$ cat config.mk
export PLATFORM = sky130hd
export DESIGN_NAME = mrv32_lsu
export DESIGN_NICKNAME = d
export VERILOG_FILES = /design/src/rtl/mrv32_lsu.sv
export SDC_FILE = /design/constraint.sdc
export NUM_CORES = 1
export LEC_CHECK = 0
export ABC_AREA = 0
export CAP_MARGIN = 20
export CORE_ASPECT_RATIO = 1.1
export CORE_MARGIN = 1
export CORE_UTILIZATION = 45
export CTS_CLUSTER_DIAMETER = 200
export DETAILED_ROUTE_END_ITERATION = 6
export PLACE_DENSITY = 0.85
export SYNTH_ARGS = -nofsm -noshare
export SYNTH_HDL_FRONTEND = slang
export SYNTH_SLANG_ARGS = --single-unit
$ cat constraint.sdc
create_clock -name clk -period 3.1 [get_ports clk]
set_input_delay 0.62 -clock clk [delete_from_list [all_inputs] [get_ports clk]]
set_output_delay 0.62 -clock clk [all_outputs]
set_load 0.05 [all_outputs]
$ cat src/rtl/mrv32_lsu.sv
// mrv32_lsu: multi-cycle load/store unit between execute and a valid/ready data-memory port.
// Optional misaligned-access trap is compiled in with MRV32_LSU_MISALIGN_TRAP_EN.
module mrv32_lsu #(
  parameter int XLEN           = 32,
  parameter int ADDR_WIDTH     = 20,
  parameter int TIMEOUT_CYCLES = 255
) (
  input  logic                  clk,
  input  logic                  rst,
  input  logic                  req_valid,
  output logic                  req_ready,
  input  logic                  req_we,
  input  logic [2:0]            req_funct3,
  input  logic [XLEN-1:0]       req_addr,
  input  logic [XLEN-1:0]       req_wdata,
  input  logic [4:0]            req_rd,
  output logic                  rsp_valid,
  output logic [XLEN-1:0]       rsp_rdata,
  output logic [4:0]            rsp_rd,
  output logic                  rsp_err,
  output logic                  mem_valid,
  input  logic                  mem_ready,
  output logic                  mem_we,
  output logic [ADDR_WIDTH-1:0] mem_addr,
  output logic [XLEN-1:0]       mem_wdata,
  output logic [3:0]            mem_wstrb,
  input  logic                  mem_rvalid,
  input  logic [XLEN-1:0]       mem_rdata,
  output logic                  busy
);
  // state | meaning
  // IDLE  | accepting a new access from execute
  // REQ   | mem_valid held with stable mem_* until mem_ready
  // WAIT  | load accepted by the bus, waiting for mem_rvalid
  // RESP  | one-cycle rsp_valid pulse back to writeback
  typedef enum logic [1:0] {IDLE, REQ, WAIT, RESP} state_t;

  if (XLEN != 32) begin : g_bad_xlen
    $error("mrv32_lsu supports XLEN=32 only");
  end

  localparam int CW = (TIMEOUT_CYCLES < 2) ? 1 : $clog2(TIMEOUT_CYCLES + 1);
  localparam int TC_LAST_I = (TIMEOUT_CYCLES > 0) ? TIMEOUT_CYCLES - 1 : 0;
  localparam logic [CW-1:0] TC_LAST = CW'(TC_LAST_I);
  localparam logic [CW-1:0] TC_MAX  = CW'(TIMEOUT_CYCLES);

  state_t        state, state_nx;
  logic [2:0]    f3_q;
  logic [1:0]    off_q;
  logic [CW-1:0] tmr_cnt;
  logic          timeout;
  logic          f3_legal;
  logic          misalign;
  logic          err_nx;
  logic          take_load;
  logic [31:0]   st_wdata;
  logic [3:0]    st_wstrb;
  logic [7:0]    ld_byte;
  logic [15:0]   ld_half;
  logic [31:0]   ld_ext;
  logic          unused_addr_hi;

  assign unused_addr_hi = ^req_addr[XLEN-1:ADDR_WIDTH];
  assign busy    = (state != IDLE);
  assign timeout = (TIMEOUT_CYCLES != 0) && (tmr_cnt >= TC_LAST);

  always_comb begin
    if (req_we)
      f3_legal = (req_funct3 == 3'b000) || (req_funct3 == 3'b001) || (req_funct3 == 3'b010);
    else
      f3_legal = (req_funct3 != 3'b011) && (req_funct3 != 3'b110) && (req_funct3 != 3'b111);
  end

`ifdef MRV32_LSU_MISALIGN_TRAP_EN
  always_comb begin
    misalign = 1'b0;
    if (req_funct3[1:0] == 2'b01)
      misalign = req_addr[0];
    else if (req_funct3[1:0] == 2'b10)
      misalign = |req_addr[1:0];
  end
`else
  // Misaligned halves/words fall back to the lane picked by the low address bits.
  assign misalign = 1'b0;
`endif

  always_comb begin
    st_wdata = '0;
    st_wstrb = '0;
    if (req_we) begin
      case (req_funct3[1:0])
        2'b00: begin
          st_wdata = {4{req_wdata[7:0]}};
          st_wstrb = 4'b0001 << req_addr[1:0];
        end
        2'b01: begin
          st_wdata = {2{req_wdata[15:0]}};
          st_wstrb = 4'b0011 << {req_addr[1], 1'b0};
        end
        default: begin
          st_wdata = req_wdata;
          st_wstrb = 4'b1111;
        end
      endcase
    end
  end

  always_comb begin
    case (off_q)
      2'd0:    ld_byte = mem_rdata[7:0];
      2'd1:    ld_byte = mem_rdata[15:8];
      2'd2:    ld_byte = mem_rdata[23:16];
      default: ld_byte = mem_rdata[31:24];
    endcase
    ld_half = off_q[1] ? mem_rdata[31:16] : mem_rdata[15:0];
    case (f3_q)
      3'b000:  ld_ext = {{24{ld_byte[7]}}, ld_byte};
      3'b100:  ld_ext = {24'd0, ld_byte};
      3'b001:  ld_ext = {{16{ld_half[15]}}, ld_half};
      3'b101:  ld_ext = {16'd0, ld_half};
      default: ld_ext = mem_rdata;
    endcase
  end

  always_ff @(posedge clk) begin
    if (rst) state <= IDLE;
    else     state <= state_nx;
  end

  always_comb begin
    state_nx  = state;
    req_ready = 1'b0;
    err_nx    = 1'b0;
    take_load = 1'b0;
    case (state)
      IDLE: begin
        req_ready = 1'b1;
        if (req_valid) begin
          if (!f3_legal || misalign) begin
            state_nx = RESP;
            err_nx   = 1'b1;
          end else begin
            state_nx = REQ;
          end
        end
      end
      REQ: begin
        if (mem_ready) begin
          state_nx = mem_we ? RESP : WAIT;
        end else if (timeout) begin
          state_nx = RESP;
          err_nx   = 1'b1;
        end
      end
      WAIT: begin
        if (mem_rvalid) begin
          state_nx  = RESP;
          take_load = 1'b1;
        end else if (timeout) begin
          state_nx = RESP;
          err_nx   = 1'b1;
        end
      end
      default: state_nx = IDLE;
    endcase
  end

  // Saturates so a late handshake after the terminal count cannot wrap the timer.
  always_ff @(posedge clk) begin
    if (rst)
      tmr_cnt <= '0;
    else if (state == IDLE)
      tmr_cnt <= '0;
    else if (((state == REQ) || (state == WAIT)) && (tmr_cnt != TC_MAX))
      tmr_cnt <= tmr_cnt + CW'(1);
  end

  always_ff @(posedge clk) begin
    if (rst) begin
      f3_q      <= '0;
      off_q     <= '0;
      rsp_valid <= 1'b0;
      rsp_err   <= 1'b0;
      rsp_rdata <= '0;
      rsp_rd    <= '0;
      mem_valid <= 1'b0;
      mem_we    <= 1'b0;
      mem_addr  <= '0;
      mem_wdata <= '0;
      mem_wstrb <= '0;
    end else begin
      rsp_valid <= 1'b0;
      rsp_err   <= 1'b0;
      if ((state == IDLE) && req_valid) begin
        f3_q   <= req_funct3;
        off_q  <= req_addr[1:0];
        rsp_rd <= req_rd;
        if (state_nx == REQ) begin
          mem_valid <= 1'b1;
          mem_we    <= req_we;
          mem_addr  <= {req_addr[ADDR_WIDTH-1:2], 2'b00};
          mem_wdata <= st_wdata;
          mem_wstrb <= st_wstrb;
        end
      end
      if ((state == REQ) && (state_nx != REQ))
        mem_valid <= 1'b0;
      if (state_nx == RESP) begin
        rsp_valid <= 1'b1;
        rsp_err   <= err_nx;
        rsp_rdata <= take_load ? ld_ext : '0;
      end
    end
  end

endmodule
== Word-level counts from Yosys, hierarchy flattened ==
Index checks and enable logic that the tools add are counted.

* Add/sub/neg operators: 1
* Magnitude comparators: 1
* Equality and inequality tests: 17
* Shift-type cells: 2
* Mux-type cells: 26
* Bitwise logic cells: 1
* Reduce and logical (&&, ||, !) cells: 18

{| class="wikitable"
|+ Operators with widths
! cell !! number
|-
| case mux 32 bit (4 select lines) || 1
|-
| two-way mux 32 bit || 2
|-
| case mux 32 bit (2 select lines) || 1
|-
| case mux 8 bit (3 select lines) || 1
|-
| two-way mux 16 bit || 1
|-
| two-way mux 1 bit || 11
|-
| two-way mux 2 bit || 5
|-
| adder 8 x 1 -> 8 bit (second input constant) || 1
|-
| equality test 2 x 1 -> 1 bit (second input constant) || 4
|-
| greater-or-equal comparator 8 bit (second input constant) || 1
|-
| != test 8 bit (second input constant) || 1
|-
| case mux 4 bit (2 select lines) || 1
|-
| equality test 2 bit (second input constant) || 3
|-
| equality test 3 x 1 -> 1 bit (second input constant) || 2
|-
| equality test 3 bit (second input constant) || 2
|-
| zero test 2 bit || 3
|-
| zero test 3 bit || 2
|-
| != test 3 bit (second input constant) || 2
|-
| case mux 2 bit (3 select lines) || 1
|-
| OR reduction 2 bit || 3
|-
| logical AND 1 bit || 5
|-
| two-way mux 4 bit || 1
|-
| << shifter 1 x 2 -> 4 bit (first input constant) || 1
|-
| << shifter 2 x 2 -> 4 bit (first input constant) || 1
|-
| 8 further kinds || 10
|}

* Register bits: 110

== Logic depth before layout (Yosys ltp) ==
Gate-level depths: netlist of run 1.

* Depth in word-level cells: 10
* Depth in mapped cells: 11
* Depth with buffers taken out: 7

== Worst setup path after synthesis of run 1 ==
No wires, ideal clock.

* Path kind: register to register
* Start: register state[0]
* End: register mem_wdata[10]
* Setup time: 0.132 ns
* Arrival time: 2.701 ns
* Required time: 2.968 ns
* Path slack: 0.267 ns
* Cell stages (with the launch flop): 11
* Cell sequence: dfxtp_1 > inv_1 > ha_1 > inv_1 > o31ai_1 > or4_4 > buf_4 > buf_4 > buf_2 > o31ai_1 > a21oi_1

* Word-level cells in the longest chain between the ends: 5
* Elaborated cells between the ends (all ways): 11
* Classes of those cells: 3 x eq/ne; 5 x mux; 3 x reduce/logical

{| class="wikitable"
|+ Ends and longest elaborated chain
! item !! RTL line !! source
|-
| start: declaration || 47 || <nowiki>state_t state, state_nx;</nowiki>
|-
| start signal: assignment || 127 || <nowiki>else state <= state_nx;</nowiki>
|-
| two-way mux 2 bit || 150, 159 ||
|-
| two-way mux 2 bit, on equally long branches || 156, 148 ||
|-
| case mux 2 bit (3 select lines) || 135 || <nowiki>case (state)</nowiki>
|-
| equality test 2 x 1 -> 1 bit || 198 || <nowiki>if (state_nx == REQ) begin</nowiki>
|-
| AND reduction 2 bit (no line) * || - ||
|-
| end signal: assignment || 202 || <nowiki>mem_wdata <= st_wdata;</nowiki>
|-
| end: declaration || 25 || <nowiki>output logic [XLEN-1:0] mem_wdata,</nowiki>
|}

Mark *: on every way between the ends. The rest lies on a longest branch, timed or not.
A chain may end at the register's enable or synchronous reset.

== Worst setup path in the final report of run 1 ==
* Start: input port mem_ready
* End: register mem_wdata[2]

* Word-level cells in the longest chain between the ends: 4

{| class="wikitable"
|+ Ends and longest elaborated chain
! item !! RTL line !! source
|-
| start: declaration || 22 || <nowiki>input logic mem_ready,</nowiki>
|-
| two-way mux 2 bit || 148 || <nowiki>if (mem_ready) begin</nowiki>
|-
| case mux 2 bit (3 select lines) || 135 ||
|-
| equality test 2 x 1 -> 1 bit || 198 ||
|-
| AND reduction 2 bit (no line) || - ||
|}

No other way between the ends.

==> results.yml, run 1 <==
status:
  status: "complete, no violations"
timing:
  tightest_slew_ns: 0.795
  slew_headroom: 0.470
  finalHoldViolCount: 0
  timing.final.ws_setup_ns: 0.215
  report.final.setup_viol: 0
  tns_ns: 0
  fin_skew_ns: 0.0114
  finalMaxSlewViolations: 0
  rsz0062_at_grt: "no"
  fmax_ghz: 0.347
  timing.final.crit_share: 0.931
  min_period_ns: 2.88
synthesis:
  ys.flop_type: "dfxtp_1"
  synthArstFlopShare: 0
  synth_edf_count: 0
  synth.area.top_cells: "dfxtp_1 (39%), o31ai_1 (7.4%), a21oi_1 (6.9%)"
  synth_fa_ha_area_frac: 0.0132
  yosys.area_share.simple: 0.183
  synth_compound_area_frac: 0.274
  syn_area_mm2: 0.00568
  ys_types: 46
  syn_inst: 695
  yosysTopAreaCell: "dfxtp_1"
  synth_top_area_share: 0.387
  synthXorXnorAreaFrac: 0.0108
  muxShareOfSynthArea: 0.0564
  synth_top_family_by_area: "compound AO/OA/AOI/OAI gates"
  synth_area_per_cell_um2: 8.18
  yosys_warnings: 0
  yosysSeqAreaShare: 0.387
  synth_seq_cells: 110
power:
  leakage_nw: 2.78
  ir_worst_vdd_uv: 546
  p_per_area_mw_per_mm2: 741
route:
  first_pass_iters: 7
  drt_iter0_drc: 430
  vias_per_cell: 5.91
  vias: 5961
  wirelength_mm: 17.7
  drc: 0
  ant_nets: 0
  wl_per_cell_um: 17.5
critical_path:
  required_ns: 3.38
  cp_top_family: "simple AND/OR/NAND/NOR gates"
  criticalPathCategory: "in2reg"
  reg2reg_depth: 7
  crit_fanout: 24
  critPathArrivalTime_ns: 3.16
  setup.worst_path.start_class: "input pin"
  worstPathCellList: "clkdlybuf4s50_1 > o21ai_0 > o31ai_2 > or4_2 > or4_1 > a21oi_1"
  crit_slowest_cell: "or4_2"
  cpPeakStageDelay_ns: 1.00
  critPathBufInv: 1
  cp-end-kind: "flip-flop"
  crit_cells: 6
grt:
  grt_pass1_wl_mm: 27.2
  grt_use_met1: 0.331
  grt_antenna_before_repair: 0
  grt_remaining_overflow: 0
  gr-usage-all-layers: 0.261
  gr-usage-met3: 0.0467
  busiest_layer: "met2"
  grt_pass1_vias: 5490
  grt_max_degree: 85
  met2_usage: 0.432
floorplan:
  die_w_um: 109
  ioPinCount: 209
  start_util: 0.466
  die_h_um: 120
  rows: 42
  fp.dieArea_mm2: 0.0131
  core_mm2: 0.0122
placement:
  place_congestion: 0.856
  post-dp-hpwl_mm: 11.9
  portBuffers: 194
  place_area_mm2: 0.00771
  dp_slack_ns: 0.0251
  dp_cells: 992
final_layout:
  mostFrequentLayoutCells: "clkdlybuf4s50_1 (193), dfxtp_1 (110), a21oi_1 (77), nand2_1 (73), o31ai_1 (55)"
  antenna_cells: 0
  layoutNonFillerInstCount: 1008
  final_common_cell: "clkdlybuf4s50_1"
  nNetsFinal: 966
  finish.instance_area_mm2: 0.00801
  utilization: 0.657
  drive_gt1_frac: 0.0761
  n_fill_cell: 1014
  area_delta_synth_final_pct: 40.9
cts:
  clock_sink_count: 110
  ctsHoldBuffers: 0
  cts_max_path_buffers: 2
  cts_tree: "yes"
  clk_latency_ns: 0.35
  cts_inserted_buffers: 9
  cts.reportedPaths.clkPinSlew_ns: 0.07
  htreeDepth: 3
  clock-root-buffer: "clkbuf_16"
flow_run:
  drv_cap: 0
min_path:
  hold_path_class: "reg2reg"
  whs_path_depth: 2
==> routing by layer <==
| layer | up-vias | wire, um |
|---|---|---|
| met5 | - | 0 |
| met4 | 0 | 544 |
| met1 | 2765 | 7170 |
| met3 | 44 | 1550 |
| met2 | 290 | 8380 |
| li1 | 2862 | - |
==> worst register-to-register path, cell delays in order (launching register included) <==
cell,delay [ns]
dfxtp_1,0.39
inv_1,0.10
ha_1,0.28
inv_1,0.15
o31ai_2,0.15
or4_2,1.00
or4_1,0.57
a21oi_1,0.15
==> synth_stat cells, types with 11 or more instances <==
| cell | instances |
|---|---|
| mux2_2 | 16 |
| inv_1 | 24 |
| dfxtp_1 | 110 |
| nor2_1 | 24 |
| nand2_1 | 74 |
| clkbuf_1 | 54 |
| o31ai_1 | 56 |
| mux2i_1 | 14 |
| o211ai_1 | 13 |
| buf_2 | 11 |
| and2_1 | 11 |
| a22o_1 | 15 |
| a21oi_1 | 78 |
| or4_1 | 19 |
| nand4_1 | 40 |
| o21ai_0 | 37 |
| nand2b_1 | 15 |
==> timing repair <==
action	4_1_cts	5_1_grt
hold endpoints to repair	0	0
resized for setup	0	1
endpoints found under the setup margin	0	1
setup buffers	0	0
==> final timing paths <==
check | start | endpoint | slack, ns
hold / removal | rsp_rd[2] | rsp_rd[2] | 0.45
setup reg to reg | state[0] | mem_wdata[2] | 0.26
setup / recovery | mem_ready | mem_wdata[2] | 0.22
hold reg to reg | rsp_rd[2] | rsp_rd[2] | 0.45
==> flip-flops by register name (all words and copies together) (netlist names), 2 cells and up <==
register   flops
f3_q           3
mem_addr      18
mem_wdata     32
mem_wstrb      4
off_q          2
rsp_rd         5
rsp_rdata     32
state          2
tmr_cnt        8
==> per-stage QoR <==
step | power [mW] | hold WS [ns]
final | 5.94 | 0.454
after global routing | 6.23 | 0.471
after CTS | 5.89 | 0.456
after detailed placement | 4.73 | 0.446
after global placement | 4.71 | 0.442
after floorplan | 3.79 | 0.449
==> power breakdown <==
part,internal (mW),switching (mW)
Clock,0.642,0.509
Sequential,1.58,0.112
Combinational,0.905,2.19
==> final cells by class <==
cell class,count,area [um^2],area share
Timing Repair Buffer,218,2130,0.266
Multi-Input combinational cell,486,3100,0.387
Clock buffer,11,243,0.0303
Inverter,25,93.8,0.0117
Clock inverter,4,47.5,0.00593
Sequential cell,110,2200,0.275
Tap cell,154,193,0.0241
==> logic make-up (layout without fill, tap and decap cells) <==
| logic type | after synthesis | count (layout) |
|---|---|---|
| AO/OA/AOI/OAI | 240 | 240 |
| AND/OR/NAND/NOR | 200 | 201 |
| flip-flops | 110 | 110 |
| buffers and inverters | 101 | 258 |
| multiplexers | 30 | 30 |
| XOR/XNOR | 7 | 7 |
| adder cells (fa/ha/maj) | 6 | 6 |
| other | 1 | 2 |
Note: power is estimated with default switching activity, not from simulation.
==> inputs of run 2 (changes only) <==
- CELL_PAD_IN_SITES_DETAIL_PLACEMENT: unset -> 1
- CELL_PAD_IN_SITES_GLOBAL_PLACEMENT: unset -> 2
- CORE_UTILIZATION: 45 -> 25
==> run 2 against run 1 <==
Net effect: final cell count increased by 15%; clock-buffer cell count decreased by 1; core utilization decreased by 28 points; maximum frequency increased by 7.7%; clock power increased by 15%; routed wire length increased by 20%; sequential power about the same; register-to-register slack improved by 0.22 ns; flip-flop and latch count unchanged; die area increased by 78%; highest routed layer unchanged.
==> results.yml, run 2 (synthesis results as in run 1) <==
placement:
  portBuffers: 194
  place_congestion: 0.772
  dp_cells: 1139
  post-dp-hpwl_mm: 14.8
final_layout:
  drive_gt1_frac: 0.0826
  reg_top3: "mem_wdata x32, rsp_rdata x32, mem_addr x18"
  area_delta_synth_final_pct: 46.0
  antenna_cells: 0
  mostFrequentLayoutCells: "clkdlybuf4s50_1 (193), dfxtp_1 (110), a21oi_1 (77), nand2_1 (73), o31ai_1 (56)"
  utilization: 0.374
  final_common_cell: "clkdlybuf4s50_1"
  nNetsFinal: 971
  layoutNonFillerInstCount: 1155
timing:
  timing.final.crit_share: 0.864
  fmax_ghz: 0.373
  fin_skew_ns: 0.0132
  slew_headroom: 0.436
  finalHoldViolCount: 0
  tns_ns: 0
  report.final.setup_viol: 0
  tightest_slew_ns: 0.846
  finalMaxSlewViolations: 0
  min_period_ns: 2.68
  rsz0062_at_grt: "no"
  fin_hold_ws_ns: 0.454
grt:
  grt_max_degree: 85
  grt_pass1_wl_mm: 34.0
  grt_antenna_before_repair: 0
  gr-usage-all-layers: 0.183
  grt_pass1_vias: 5940
  grt_remaining_overflow: 0
route:
  drc: 0
  wl_per_cell_um: 18.3
  vias_per_cell: 5.07
  wirelength_mm: 21.2
  ant_nets: 0
  drt_iter0_drc: 322
  vias: 5851
  first_pass_iters: 4
status:
  status: "complete, no violations"
cts:
  cts_inserted_buffers: 9
  cts_max_path_buffers: 2
  clk_latency_ns: 0.35
  clock-root-buffer: "clkbuf_16"
  post_cts_resized: 0
  clock_sink_count: 110
  htreeDepth: 3
  cts_setup_buffers: 0
  ctsHoldBuffers: 0
  cts.reportedPaths.clkPinSlew_ns: 0.08
  cts_tree: "yes"
power:
  leakage_nw: 2.84
  p_per_area_mw_per_mm2: 761
  ir_worst_vdd_uv: 437
floorplan:
  fp.dieArea_mm2: 0.0233
  start_util: 0.256
  ioPinCount: 209
  die_w_um: 146
  core_mm2: 0.0222
  rows: 57
  die_h_um: 160
critical_path:
  crit_slowest_cell: "o31ai_1"
  criticalPathCategory: "in2reg"
  required_ns: 3.34
  crit_fanout: 43
  worstPathCellList: "clkdlybuf4s50_1 > o31ai_1 > or4_4 > a21oi_1 > buf_4 > a22o_1"
  critPathArrivalTime_ns: 2.92
  setup.worst_path.start_class: "input pin"
  cpPeakStageDelay_ns: 0.63
  cp-end-kind: "flip-flop"
flow_run:
  drv_cap: 0
min_path:
  hold_path_class: "reg2reg"
==> run 2: layer usage <==
metal / part of all wire / track usage / wire, um
met1: 0.47 / 0.239 / 9980
met2: 0.47 / 0.301 / 9870
met3: 0.050 / 0.0431 / 1050
met4: 0.013 / 0.0450 / 280
met5: 0 / 0 / 0
==> run 2: power by group <==
part           internal (mW)  switching (mW)  leakage [nW]
combinational           1.02            2.29          1.79
sequential              1.58           0.113         0.890
clock                  0.739           0.579         0.163
==> run 2: final cells by class <==
type / count / area, um^2
clock buffers: 10 / 239
repair buffers: 224 / 2210
inverters: 25 / 93.8
fillers: 2590 / 13900
well taps: 295 / 369
multi-input cells: 485 / 3090
clock inverters: 6 / 91.3
flip-flops and latches: 110 / 2200
==> run 2: final timing paths <==
kind / start / to / slack (ns) / depth (start not counted)
hold / removal: rsp_rd[3] / rsp_rd[3] / 0.45 / 2
setup / recovery: req_valid / rsp_rdata[17] / 0.42 / 6
setup reg to reg: state[0] / mem_wstrb[0] / 0.48 / 8
hold reg to reg: rsp_rd[3] / rsp_rd[3] / 0.45 / 2
==> run 2: metrics by stage <==
step | worst slack (ns) | area (um^2) | power, mW
floorplan | 0.267 | 5690 | 3.79
global placement | 0.0976 | 7970 | 5.01
detailed placement | 0.0893 | 7970 | 5.02
CTS | 0.432 | 8300 | 6.36
global route | 0.264 | 8300 | 6.68
finish | 0.422 | 8300 | 6.31
==> run 2: worst max-delay path, delay by kind of cell <==
kind | cells | cell delay [ns]
compound gates | 3 | 1.00
simple gates | 1 | 0.56
buf+inv | 2 | 0.72
==> inputs of run 3 (changes only) <==
--- a/config.mk
+++ b/config.mk
@@ -16,2 +16,3 @@
 export DETAILED_ROUTE_END_ITERATION = 6
+export GPL_ROUTABILITY_DRIVEN = 0
 export PLACE_DENSITY = 0.85
--- a/constraint.sdc
+++ b/constraint.sdc
@@ -3,2 +3,2 @@
 set_output_delay 0.62 -clock clk [all_outputs]
-set_load 0.05 [all_outputs]
+set_load 0.01 [all_outputs]
==> results of run 3 <==
The final DEF is identical to that of run 2. Status: complete, no violations.
Main changes from that run: total power 6.31 mW -> 5.87 mW; worst IR drop on VDD 437 uV -> 436 uV
